<file path="src/rtl/reaction_timer_ctrl.sv">
// rtl/reaction_timer_ctrl.sv - reaction-time game controller driving two RGB LED channels
//
// Purpose:
//   Arms on a start press, waits MIN_DELAY_MS plus a pseudo-random number of
//   ms ticks, lights GO, then times the response press in ms. A press while
//   armed, or no press within TIMEOUT_MS of GO, ends the game in FAULT.
//
// Ports:
//   clk           system clock
//   rst           synchronous reset, active-high
//   start_btn     debounced 1-cycle start pulse
//   resp_btn      debounced 1-cycle response pulse
//   color1/2      LED colour codes {B,G,R}
//   bright1/2     LED brightness, 1 = full, 0 = semi
//   react_ms      last result in ms, held until the next start
//   result_valid  1-cycle pulse in the first cycle of DONE
//   early_fault   high in FAULT when the fault was an early press
//   busy          high in ARMED or GO

module reaction_timer_ctrl #(
    parameter int unsigned TICK_DIV     = 100000,
    parameter int unsigned MIN_DELAY_MS = 1000,
    parameter logic [15:0] RAND_MASK    = 16'h07FF,
    parameter int unsigned TIMEOUT_MS   = 2000
) (
    input  logic        clk,
    input  logic        rst,
    input  logic        start_btn,
    input  logic        resp_btn,
    output logic [2:0]  color1,
    output logic        bright1,
    output logic [2:0]  color2,
    output logic        bright2,
    output logic [13:0] react_ms,
    output logic        result_valid,
    output logic        early_fault,
    output logic        busy
);

    localparam int          CW        = (TICK_DIV > 1) ? $clog2(TICK_DIV) : 1;
    localparam logic [CW-1:0] TICK_LAST = CW'(TICK_DIV - 1);
    localparam logic [15:0] MIN_DELAY = 16'(MIN_DELAY_MS);
    localparam logic [15:0] TIMEOUT   = 16'(TIMEOUT_MS);
    localparam logic [13:0] TIMEOUT14 = 14'(TIMEOUT_MS);

    localparam logic [2:0] C_BLACK = 3'b000;
    localparam logic [2:0] C_RED   = 3'b001;
    localparam logic [2:0] C_GREEN = 3'b010;
    localparam logic [2:0] C_BLUE  = 3'b100;
    localparam logic [2:0] C_WHITE = 3'b111;

    typedef enum logic [2:0] {
        S_IDLE,
        S_ARMED,
        S_GO,
        S_DONE,
        S_FAULT
    } state_t;

    state_t         r_state;
    state_t         w_state_next;

    logic [CW-1:0]  r_cyc;
    logic [15:0]    r_ms;
    logic [15:0]    r_delay;
    logic [15:0]    r_lfsr;
    logic [13:0]    r_react;
    logic           r_early;
    logic           r_result_valid;

    logic           w_tick;
    logic [15:0]    w_ms_inc;
    logic           w_lfsr_fb;
    logic           w_entry;
    logic           w_delay_hit;
    logic           w_timeout_hit;
    logic           w_load_game;
    logic           w_set_early;
    logic           w_done;
    logic           w_timeout;

    assign w_tick    = (r_cyc == TICK_LAST);
    assign w_ms_inc  = r_ms + 16'd1;
    assign w_lfsr_fb = r_lfsr[15] ^ r_lfsr[13] ^ r_lfsr[12] ^ r_lfsr[10];
    assign w_entry   = (w_state_next != r_state);

    // Compare against the value the ms counter is about to take, so the
    // transition lands exactly on the delay*TICK_DIV-th cycle of the state.
    assign w_delay_hit   = w_tick && (w_ms_inc == r_delay);
    assign w_timeout_hit = w_tick && (w_ms_inc == TIMEOUT);

    always_ff @(posedge clk) begin
        if (rst) begin
            r_state <= S_IDLE;
        end else begin
            r_state <= w_state_next;
        end
    end

    always_comb begin
        w_state_next = r_state;
        w_load_game  = 1'b0;
        w_set_early  = 1'b0;
        w_done       = 1'b0;
        w_timeout    = 1'b0;
        color1       = C_BLACK;
        bright1      = 1'b1;
        color2       = C_WHITE;
        bright2      = 1'b0;
        busy         = 1'b0;

        case (r_state)
            S_IDLE: begin
                if (start_btn) begin
                    w_state_next = S_ARMED;
                    w_load_game  = 1'b1;
                end
            end
            S_ARMED: begin
                color1  = C_RED;
                bright1 = 1'b0;
                color2  = C_BLACK;
                bright2 = 1'b1;
                busy    = 1'b1;
                // An early press beats a GO transition on the same edge.
                if (resp_btn) begin
                    w_state_next = S_FAULT;
                    w_set_early  = 1'b1;
                end else if (w_delay_hit) begin
                    w_state_next = S_GO;
                end
            end
            S_GO: begin
                color1  = C_GREEN;
                bright1 = 1'b1;
                color2  = C_BLACK;
                bright2 = 1'b1;
                busy    = 1'b1;
                if (resp_btn) begin
                    w_state_next = S_DONE;
                    w_done       = 1'b1;
                end else if (w_timeout_hit) begin
                    w_state_next = S_FAULT;
                    w_timeout    = 1'b1;
                end
            end
            S_DONE: begin
                color1  = C_BLUE;
                bright1 = 1'b1;
                color2  = C_GREEN;
                bright2 = 1'b1;
                if (start_btn) begin
                    w_state_next = S_ARMED;
                    w_load_game  = 1'b1;
                end
            end
            S_FAULT: begin
                color1  = C_RED;
                bright1 = 1'b1;
                color2  = C_RED;
                bright2 = 1'b1;
                if (start_btn) begin
                    w_state_next = S_ARMED;
                    w_load_game  = 1'b1;
                end
            end
            default: begin
                w_state_next = S_IDLE;
            end
        endcase
    end

    always_ff @(posedge clk) begin
        if (rst) begin
            r_lfsr         <= 16'hACE1;
            r_cyc          <= '0;
            r_ms           <= '0;
            r_delay        <= '0;
            r_react        <= '0;
            r_early        <= 1'b0;
            r_result_valid <= 1'b0;
        end else begin
            r_lfsr         <= {r_lfsr[14:0], w_lfsr_fb};
            r_result_valid <= w_done;

            // Both counters restart on every state entry so each state times
            // from its own first cycle.
            if (w_entry) begin
                r_cyc <= '0;
                r_ms  <= '0;
            end else if (w_tick) begin
                r_cyc <= '0;
                r_ms  <= w_ms_inc;
            end else begin
                r_cyc <= r_cyc + CW'(1);
            end

            if (w_load_game) begin
                r_delay <= MIN_DELAY + (r_lfsr & RAND_MASK);
                r_react <= '0;
                r_early <= 1'b0;
            end

            if (w_set_early) begin
                r_early <= 1'b1;
                r_react <= '0;
            end

            // A press on the timeout edge still counts as a response, but the
            // ms counter has not yet rolled over, so report the limit itself.
            if (w_done) begin
                r_react <= w_timeout_hit ? TIMEOUT14 : r_ms[13:0];
            end

            if (w_timeout) begin
                r_react <= TIMEOUT14;
                r_early <= 1'b0;
            end
        end
    end

    assign react_ms     = r_react;
    assign result_valid = r_result_valid;
    assign early_fault  = r_early;

endmodule

</file>
<file path="config.mk">
export PLATFORM = sky130hd
export DESIGN_NAME = reaction_timer_ctrl
export DESIGN_NICKNAME = d
export VERILOG_FILES = /design/src/rtl/reaction_timer_ctrl.sv
export SDC_FILE = /design/constraint.sdc
export NUM_CORES = 1
export LEC_CHECK = 0
export BUFFER_PORTS_ARGS = -buffer_cell sky130_fd_sc_hd__buf_2
export CAP_MARGIN = 20
export CORE_UTILIZATION = 30
export DETAILED_ROUTE_END_ITERATION = 10
export SLEW_MARGIN = 20
export SYNTH_ARGS = -nofsm -noshare
export SYNTH_HDL_FRONTEND = slang
export SYNTH_SLANG_ARGS = --single-unit
</file>
<file path="constraint.sdc">
create_clock -name clk -period 7.87 [get_ports clk]
set_input_delay 1.574 -clock clk [delete_from_list [all_inputs] [get_ports clk]]
set_output_delay 1.574 -clock clk [all_outputs]
set_load 0.02 [all_outputs]
</file>
; ---- Word-level counts from Yosys, hierarchy flattened
; Index checks and enable logic that the tools add are counted.
[classes]
addsub = 3
n_eq_ne = 8
n_mux = 26
n_bitwise = 3
reduce_logical = 13
[ops]
columns = operator, n
row1 = $mux W14, 4
row2 = $pmux W3 S3, 3
row3 = $add A17 B1 Y17 const B, 1
row4 = $eq A17 B17 Y1 const B, 1
row5 = $add A16 B1 Y16 const B, 1
row6 = $eq A16 B11 Y1 const B, 1
row7 = $eq A16 B16 Y1, 1
row8 = $mux W3, 5
row9 = $mux W1, 13
row10 = $add A10 B11 Y12 const A, 1
row11 = $mux W11, 1
row12 = $reduce_or A2 Y1, 4
row13 = $eq A3 B2 Y1 const B, 2
row14 = $reduce_or A3 Y1, 2
row15 = $reduce_bool A4 Y1, 1
row16 = $reduce_or A4 Y1, 1
row17 = $eq A3 B1 Y1 const B, 1
row18 = $eq A3 B3 Y1 const B, 1
row19 = $logic_not A3 Y1, 1
row20 = $ne A3 B3 Y1, 1
row21 = $reduce_bool A3 Y1, 1
row22 = $xor A1 B1 Y1, 3
row23 = $logic_and A1 B1 Y1, 2
row24 = $reduce_bool A2 Y1, 1
[totals]
reg_bits = 84
in_bits = 4
word_cells = 62

; ---- Logic depth before layout (Yosys ltp)
; Gate-level depths: netlist of run 1.
[depth]
ltp_word = 8
mapped_depth = 10
ltp_nobuf = 8

; ---- Worst setup path after synthesis of run 1
; Ideal clock, no wire load.
[synth_timing]
kind = reg-to-output
from = reg r_state[1]
to = out color2[1]
arrival_ns = 1.541
path_slack_ns = 4.755
path_stages_with_launch = 5
n_path_buf = 1
path_cell_list = dfxtp_1 -> clkbuf_1 -> nor2_1 -> xnor2_1 -> o21ai_0
[synth_between]
elab_chain_len = 3
[synth_lines]
columns = item, line
row1 = start: declaration, 60  ; state_t r_state;
row2 = start signal: assignment, 96  ; r_state <= w_state_next;
row3 = $eq A3 B2 Y1 / $eq A3 B1 Y1 (equally long branches), 112  ; case (r_state)
row4 = $reduce_or A2 Y1 (no source line), -
row5 = $pmux W3 S3 (*), 112
row6 = end: declaration, 32  ; output logic [2:0] color2,
; Every way passes the cells marked *; elsewhere a longest branch is shown, timed or not.

; ---- Worst setup path in the final report of run 1
[layout_timing]
from = reg r_state[1]
to = out color1[1]
[layout_between]
elab_chain_len = 3
[layout_lines]
columns = item, line
row1 = $eq A3 B3 Y1 / $eq A3 B1 Y1 (equally long branches), 112
row2 = $reduce_or A2 Y1 (no source line), -
row3 = $pmux W3 S3 (*), 112
row4 = end: declaration, 30  ; output logic [2:0] color1,
; Marks and branches as above.

==> results.cfg, run 1 <==
[sta]
finalCritPeriodShare_pct = 43.03
clock.fmax_ghz = 0.2953
maxSlewHeadroom_pct = 38.83
clock_skew_ps = 10.55
final_max_slew_viol_count = 0
grt_setup_unrepaired = false
hold_viol_final = 0
finalSetupViolations = 0
fin_crit_ps = 3387
fin_tns_setup_ps = 0
tightest_slew_ps = 917.5

[routing]
routed_via_density = 5.144
ant_nets = 0
drc = 0
vias = 3421
drt_pass1_iterations = 5
detail_route.wl_per_cell_um = 14.67
drtIter0Drc = 172
wl_um = 9754

[global_routing]
grt_pass1_wl_um = 16060
antenna_found_initial = 0
gr-total-overflow = 0
grt_pass1_vias = 3193
grt_use_total_pct = 14.30
grt_max_degree = 38

[critical_path]
startpoint_type = flop
criticalPathCategory = reg -> out
crit_arrival_ps = 1810
required_ps = 6300
crit_path_max_fanout = 10
cp-end-kind = output pin

[hold_path]
hold_path.class = reg -> reg

[floorplan]
io_pins = 29
start_util_pct = 31.04
core_area_um2 = 13350
fp.dieH_um = 119.5
dieArea_um2 = 14280
die_w_um = 119.5
placementRows = 42

[power]
vdd_drop_max_v = 0.0001241
power_switching_mw = 0.2280
clockPowerShare_pct = 46.6
p_per_area_nw_per_um2 = 197.4
p_leak_nw = 1.626
seqPwrFrac_pct = 46.7
p_int_mw = 0.6900
p_sw_share_pct = 24.84
p_comb_share_pct = 6.7

[yosys]
yosysMostFrequentCell = dfxtp_1
synth-edff-count = 0
ys.flop_type = dfxtp_1
synth_warnings = 0
avgSynthCellArea_um2 = 8.685
async_flop_share_pct = 0
seq_area_frac_synth_pct = 38.66
synthTopCellsByArea = dfxtp_1 (39%), xor2_1 (5.9%), xnor2_1 (5.3%)
netlist_top_cells_count = dfxtp_1 (80), nor2_1 (52), nand2_1 (40), xor2_1 (28), xnor2_1 (25)
synthesis.area_um2 = 4143
syn_nets = 485
synth.distinct_cells = 63
yosysTopAreaCellShare_pct = 38.66
ys_ff_latch = 80
yosys.area.top_type = dfxtp_1
syn_inst = 477

[clocking]
htreeDepth = 3
cts.sinks = 80
cts_tree = yes
clk_latency_ps = 350
postCtsResizedCells = 0
post_cts.repair.setup_buffers = 0
clk_pin_slew_ps = 70
clockBufferDepth = 2
numCtsBuffers = 9
hold_buffers = 0
cts_root_buffer = clkbuf_16

[run_status]
status = complete, no violations

[placement]
dp.cells = 649
dp_hpwl_um = 6859
io_buffers = 28
place.gp.congestion = 0.8281

[finish]
fin_util_pct = 34.84
drive_gt1_share_pct = 15.95
syn2layout_area_growth_pct = 12.26
fin_cells = 665
antenna_cells = 0
final_nets = 492

[flow_run]
drv_cap = 0
## critical path, cell delays in order (launching register included)
cell and delay (ps):
dfxtp_1 570, nand2b_1 250, nor2_1 400, buf_2 250
## state kept, by name, indices dropped and copies added (netlist names)
register      flops
r_cyc            17
r_lfsr           16
r_ms             16
react_ms         14
r_delay          12
r_state           3
early_fault       1
result_valid      1
## per-stage QoR
step | instance area, µm² | power (mW) | setup WS [ps] | hold slack, ps
5_1_grt | 4651 | 0.9515 | 4391 | 457.1
6_report | 4651 | 0.9180 | 4483 | 412.7
4_1_cts | 4647 | 0.9296 | 4519 | 416.4
3_5_place_dp | 4342 | 0.4988 | 4478 | 396.6
2_1_floorplan | 4143 | 0.4835 | 4755 | 389.5
3_3_place_gp | 4342 | 0.4972 | 4572 | 397.0
## power groups by stage
stage / registers, mW / logic (mW) / clock network (mW)
global route: 0.430 / 0.0689 / 0.453
detailed placement: 0.438 / 0.0612 / 0
floorplan: 0.433 / 0.0503 / 0
global placement: 0.437 / 0.0601 / 0
finish: 0.428 / 0.0616 / 0.428
CTS: 0.428 / 0.0618 / 0.439
## logic make-up (layout without fill, tap and decap cells)
group           Yosys count  in the layout  share of synthesized area, %
simple gates            216            216                         28.84
fa+ha+maj                 4              4                         1.208
xor+xnor                 54             54                         11.60
compound gates           83             83                         14.83
buf+inv                  39             51                         4.621
mux                       1              1                        0.2416
flops                    80             80                         38.66
## cell usage in the layout, fill, tap and decap left out, types with 8 or more instances in the layout
cell type	instances
nor2_1	52
a211oi_1	8
or2_2	13
and3_1	8
nor3_1	21
o21ai_0	13
dfxtp_1	80
xnor2_1	25
nor2b_1	11
clkbuf_16	9
a32oi_1	8
xor2_1	28
a21oi_1	18
nand3_1	21
buf_2	28
nand2_1	40
a22oi_1	12
## layout make-up
class | count | area, µm²
Clock buffer | 9 | 225.2
Clock inverter | 7 | 80.08
Fill cell | 1396 | 8697
Inverter | 6 | 22.52
Multi-Input combinational cell | 358 | 2354
Sequential cell | 80 | 1602
Tap cell | 176 | 220.2
Timing Repair Buffer | 29 | 147.6
## layer usage
metal | vias up | GRT usage (%) | share of wire, %
li1 | 1691 | - | -
met1 | 1625 | 18.57 | 47
met2 | 94 | 22.87 | 47
met3 | 11 | 3.422 | 4.4
met4 | 0 | 5.391 | 1.7
met5 | - | 0 | 0
## path summary, 6_finish.rpt
kind	depth (start not counted)	slack, ps	to	start
max	3	4480	color1[1]	r_state[1]
min	1	410	r_lfsr[15]	r_lfsr[14]
max reg2reg	9	4670	r_cyc[3]	r_ms[0]
min reg2reg	1	410	r_lfsr[15]	r_lfsr[14]
(Power assumes the default switching activity.)
==> run 2, diff against run 1 <==
Clock period 7.87 ns to 3.3 ns, I/O delays scaled along.
==> run 2 against run 1 <==
Net effect: routed wire length is 0.95% higher; power is 140% higher; first-iteration DRC count is 32% higher; utilization is 0.28 points higher; largest power group is now clock; die area stayed put; global-route usage is 0.21 points higher.
==> results.cfg, run 2 (same netlist as run 1, synthesis figures left out) <==
[run_status]
status = complete, no violations

[power]
p_per_area_nw_per_um2 = 473.3
p_leak_nw = 1.651
vdd_drop_max_v = 0.0002606

[routing]
drtIter0Drc = 227
wl_um = 9847
vias = 3461
drc = 0
detail_route.wl_per_cell_um = 14.79
ant_nets = 0
drt_pass1_iterations = 5
routed_via_density = 5.197

[global_routing]
grt_pass1_wl_um = 16590
grt_max_degree = 38
antenna_found_initial = 0
grt_use_total_pct = 14.50
gr-total-overflow = 0
grt_pass1_vias = 3322

[placement]
placed_area_um2 = 4377
io_buffers = 28
dpl_worst_slack_ps = 340.4
place.gp.congestion = 0.8988
dp_hpwl_um = 7070

[clocking]
clk_latency_ps = 340
clk_pin_slew_ps = 60
cts_tree = yes
hold_buffers = 0
cts.sinks = 80
numCtsBuffers = 9
postCtsResizedCells = 0
cts_root_buffer = clkbuf_16
clockBufferDepth = 2
post_cts.repair.setup_buffers = 0
htreeDepth = 3

[finish]
max_flop_register = r_cyc
multi_input_area_um2 = 2354
fin_area_um2 = 4688
final_nets = 495
largest_reg_flops = 17
final_common_cell = dfxtp_1
syn2layout_area_growth_pct = 13.17
top_regs = r_cyc: 17 flops, r_lfsr: 16 flops, r_ms: 16 flops
antenna_cells = 0
fillCellCount = 1386
drive_gt1_share_pct = 16.12
final_cell_mix = dfxtp_1 (80), nor2_1 (52), nand2_1 (40)
seqCellArea_um2 = 1602
fin_util_pct = 35.12

[critical_path]
cp-end-kind = flop
criticalPathCategory = reg -> reg
slowest_stage = dfxtp_1
cp_slowest_stage_delay_ps = 580
crit_chain = ha_1 -> nand3_1 -> nor4_4 -> nand3_1 -> a2111oi_2 -> o21ai_1 -> o211ai_2 -> buf_12 -> nor3_1
startpoint_type = flop
crit_path_max_fanout = 33
crit_top_cell = nand3_1
crit_arrival_ps = 3200
required_ps = 3510

[sta]
fin_crit_ps = 2988
tightest_slew_ps = 810.1
finalSetupViolations = 0
final_max_slew_viol_count = 0
worst_slack_ps = 312.0
finalCritPeriodShare_pct = 90.55
maxSlewHeadroom_pct = 45.96
clock.fmax_ghz = 0.3347
grt_setup_unrepaired = false
fin_tns_setup_ps = 0
hold_viol_final = 0
clock_skew_ps = 10.10
holdWs_ps = 420.8

[floorplan]
io_pins = 29
start_util_pct = 31.04
die_w_um = 119.5
core_area_um2 = 13350
placementRows = 42
fp.dieH_um = 119.5
dieArea_um2 = 14280

[flow_run]
drv_cap = 0

[hold_path]
hold_path.class = reg -> reg
-- run 2: changes by cell type in the layout (fill, tap and decap cells not counted) --
| cell | previous run | this run |
|---|---|---|
| clkinv_4 | 2 | 1 |
| clkinvlp_4 | 1 | 0 |
| buf_4 | 1 | 3 |
| bufinv_16 | 1 | 2 |
| buf_12 | 0 | 1 |
| inv_8 | 1 | 0 |
-- run 2: worst paths after layout --
path | cells past startpoint | end | start | slack (ps)
worst max-delay path | 9 | r_ms[6] | r_ms[0] | 310
worst min-delay path | 1 | r_lfsr[15] | r_lfsr[14] | 420
worst max register to register | 9 | r_ms[6] | r_ms[0] | 310
worst min register to register | 1 | r_lfsr[15] | r_lfsr[14] | 420
-- run 2: critical path: cells and delay by family, from the launching register on --
kind	cells	cell delay, ps
and+or+nand+nor	4	930
AOI/OAI and AO/OA	3	700
adders and majority gates	1	430
DFF	1	580
buffers and inverters	1	210
-- run 2: cell type report --
| cell class | instances | area share (%) |
|---|---|---|
| clock buffers | 9 | 4.804 |
| well taps | 176 | 4.697 |
| flip-flops and latches | 80 | 34.16 |
| clock inverters | 5 | 1.761 |
| inverters | 6 | 0.4804 |
| repair buffers | 32 | 3.896 |
| multi-input cells | 358 | 50.20 |
-- run 2: layer usage --
metal / global-route usage [%] / wire length [µm]
met1: 18.90 / 4545
met4: 3.828 / 111
met5: 0 / 0
met3: 3.232 / 484
met2: 24.06 / 4706
-- run 2: power breakdown --
| group | internal [mW] | leakage (nW) | switching, mW |
|---|---|---|---|
| Combinational | 0.0582 | 0.847 | 0.0921 |
| Clock | 0.656 | 0.152 | 0.390 |
| Sequential | 0.995 | 0.652 | 0.0269 |
| Total | 1.71 | 1.65 | 0.509 |
-- run 2: through the flow --
step,power [mW],instances
global route,2.312,666
floorplan,1.153,477
CTS,2.242,666
global placement,1.189,652
detailed placement,1.193,652
finish,2.219,666
==> run 3, diff against run 2 <==
Settings changed: CORE_ASPECT_RATIO from default to 0.9, GPL_TIMING_DRIVEN from default to 0.
==> run 3 against run 2 <==
Net effect: first-iteration DRC count up 34%; routed wire length up 6.7%; sequential power about the same; utilization up 0.69 points; critical path type unchanged; global-route usage up 0.81 points; sequential share of layout area down 0.79 points.
==> results.cfg, run 3 (same netlist as run 1, synthesis figures left out) <==
[run_status]
status = complete, no violations

[sta]
fin_crit_ps = 3023
fin_tns_setup_ps = 0
final_max_slew_viol_count = 0
finalCritPeriodShare_pct = 91.62
grt_setup_unrepaired = false
maxSlewHeadroom_pct = 55.03
clock_skew_ps = 6.360
finalSetupViolations = 0
clock.fmax_ghz = 0.3308
hold_viol_final = 0
tightest_slew_ps = 669.0

[finish]
seqCellArea_um2 = 1603
final_common_cell = dfxtp_1
fillCellCount = 1413
fin_util_pct = 35.81
largest_reg_flops = 17
final_nets = 522
final_cell_mix = dfxtp_1 (79), nor2_1 (52), nand2_1 (40)
top_regs = r_cyc: 17 flops, r_lfsr: 16 flops, r_ms: 16 flops
drive_gt1_share_pct = 16.83
multi_input_area_um2 = 2359
antenna_cells = 0
syn2layout_area_growth_pct = 15.95
max_flop_register = r_cyc

[clocking]
cts.sinks = 80
cts_tree = yes
clk_pin_slew_ps = 60
numCtsBuffers = 9
post_cts.repair.setup_buffers = 0
clk_latency_ps = 330
clockBufferDepth = 2
cts_root_buffer = clkbuf_16
htreeDepth = 3

[critical_path]
required_ps = 3500
cp-end-kind = flop
crit_path_max_fanout = 10
reg2reg_slack_ps = 280
crit_arrival_ps = 3220
criticalPathCategory = reg -> reg
startpoint_type = flop

[power]
p_leak_nw = 1.724
vdd_drop_max_v = 0.0003055
p_per_area_nw_per_um2 = 463.6
p_total_mw = 2.227

[routing]
wl_um = 10510
routed_via_density = 5.054
detail_route.wl_per_cell_um = 15.34
ant_nets = 0
vias = 3462
drtIter0Drc = 304
drc = 0
drt_pass1_iterations = 4

[floorplan]
core_area_um2 = 13410
io_pins = 29
die_w_um = 125.9
dieArea_um2 = 14280
placementRows = 40
fp.dieH_um = 113.5
start_util_pct = 30.89

[flow_run]
drv_cap = 0

[global_routing]
grt_use_total_pct = 15.31
grt_pass1_vias = 3334
gr-total-overflow = 0
grt_max_degree = 13
antenna_found_initial = 0
grt_pass1_wl_um = 17270

[placement]
io_buffers = 26
dp_hpwl_um = 7784
place.gp.congestion = 0.8362

[hold_path]
hold_path.class = reg -> reg
## run 3: changes by cell type in the layout (fill, tap and decap cells not counted), sizes merged
cell      previous run  this run
clkinvlp             0         1
buf                 32        42
inv                  7         6
clkinv               2         0
clkbuf               9        28
## run 3: repair_timing
item / in CTS / in global routing
hold buffers: 0 / 0
resized for setup: 0 / 2
setup endpoints to repair: 0 / 30
## run 3: worst paths after layout
| path | from | endpoint | cells after the start |
|---|---|---|---|
| setup / recovery | r_ms[1] | r_ms[8] | 10 |
| hold / removal | r_lfsr[14] | r_lfsr[15] | 1 |
| setup reg to reg | r_ms[1] | r_ms[8] | 10 |
| hold reg to reg | r_lfsr[14] | r_lfsr[15] | 1 |
## run 3: layer usage
layer | routed length, µm | part of all wire [%] | track usage (%)
met1 | 5093 | 48 | 20.28
met2 | 4779 | 45 | 25.74
met3 | 560 | 5.3 | 3.424
met4 | 75 | 0.71 | 2.811
met5 | 0 | 0 | 0
## run 3: critical path, stage by stage (launching register included)
cell       delay (ps)
dfxtp_2           440
ha_1              210
buf_4             180
nand3_1           210
nor4_4            480
nand3_1           160
a2111oi_2         310
o21ai_1           210
o211ai_4          380
buf_6             210
nor3_1             70
## run 3: cell type report
cell class | count | area share (%)
clock inverter | 3 | 1.407
sequential | 80 | 33.37
inverter | 6 | 0.4689
clock buffer | 11 | 5.053
buffer | 33 | 3.517
multi-input combinational | 358 | 49.10
tap | 168 | 4.376
timing repair buffer | 26 | 2.709
## run 3: report_power, final
group	leakage, nW	switching, mW	total [mW]	internal, mW
logic	0.924	0.101	0.163	0.0618
clock network	0.148	0.370	1.04	0.674
registers	0.652	0.0244	1.02	0.995
total	1.72	0.495	2.23	1.73
## run 3: metrics by stage
stage          worst slack, ps  instance area, µm²  hold WS, ps  cells
6_report                 276.7                4803        409.9    685
5_1_grt                  115.6                4803        425.5    685
4_1_cts                  100.7                4793        414.1    685
3_5_place_dp             164.9                4483        399.0    671
3_3_place_gp             180.2                4483        398.1    671
2_1_floorplan            803.5                4143        389.5    477
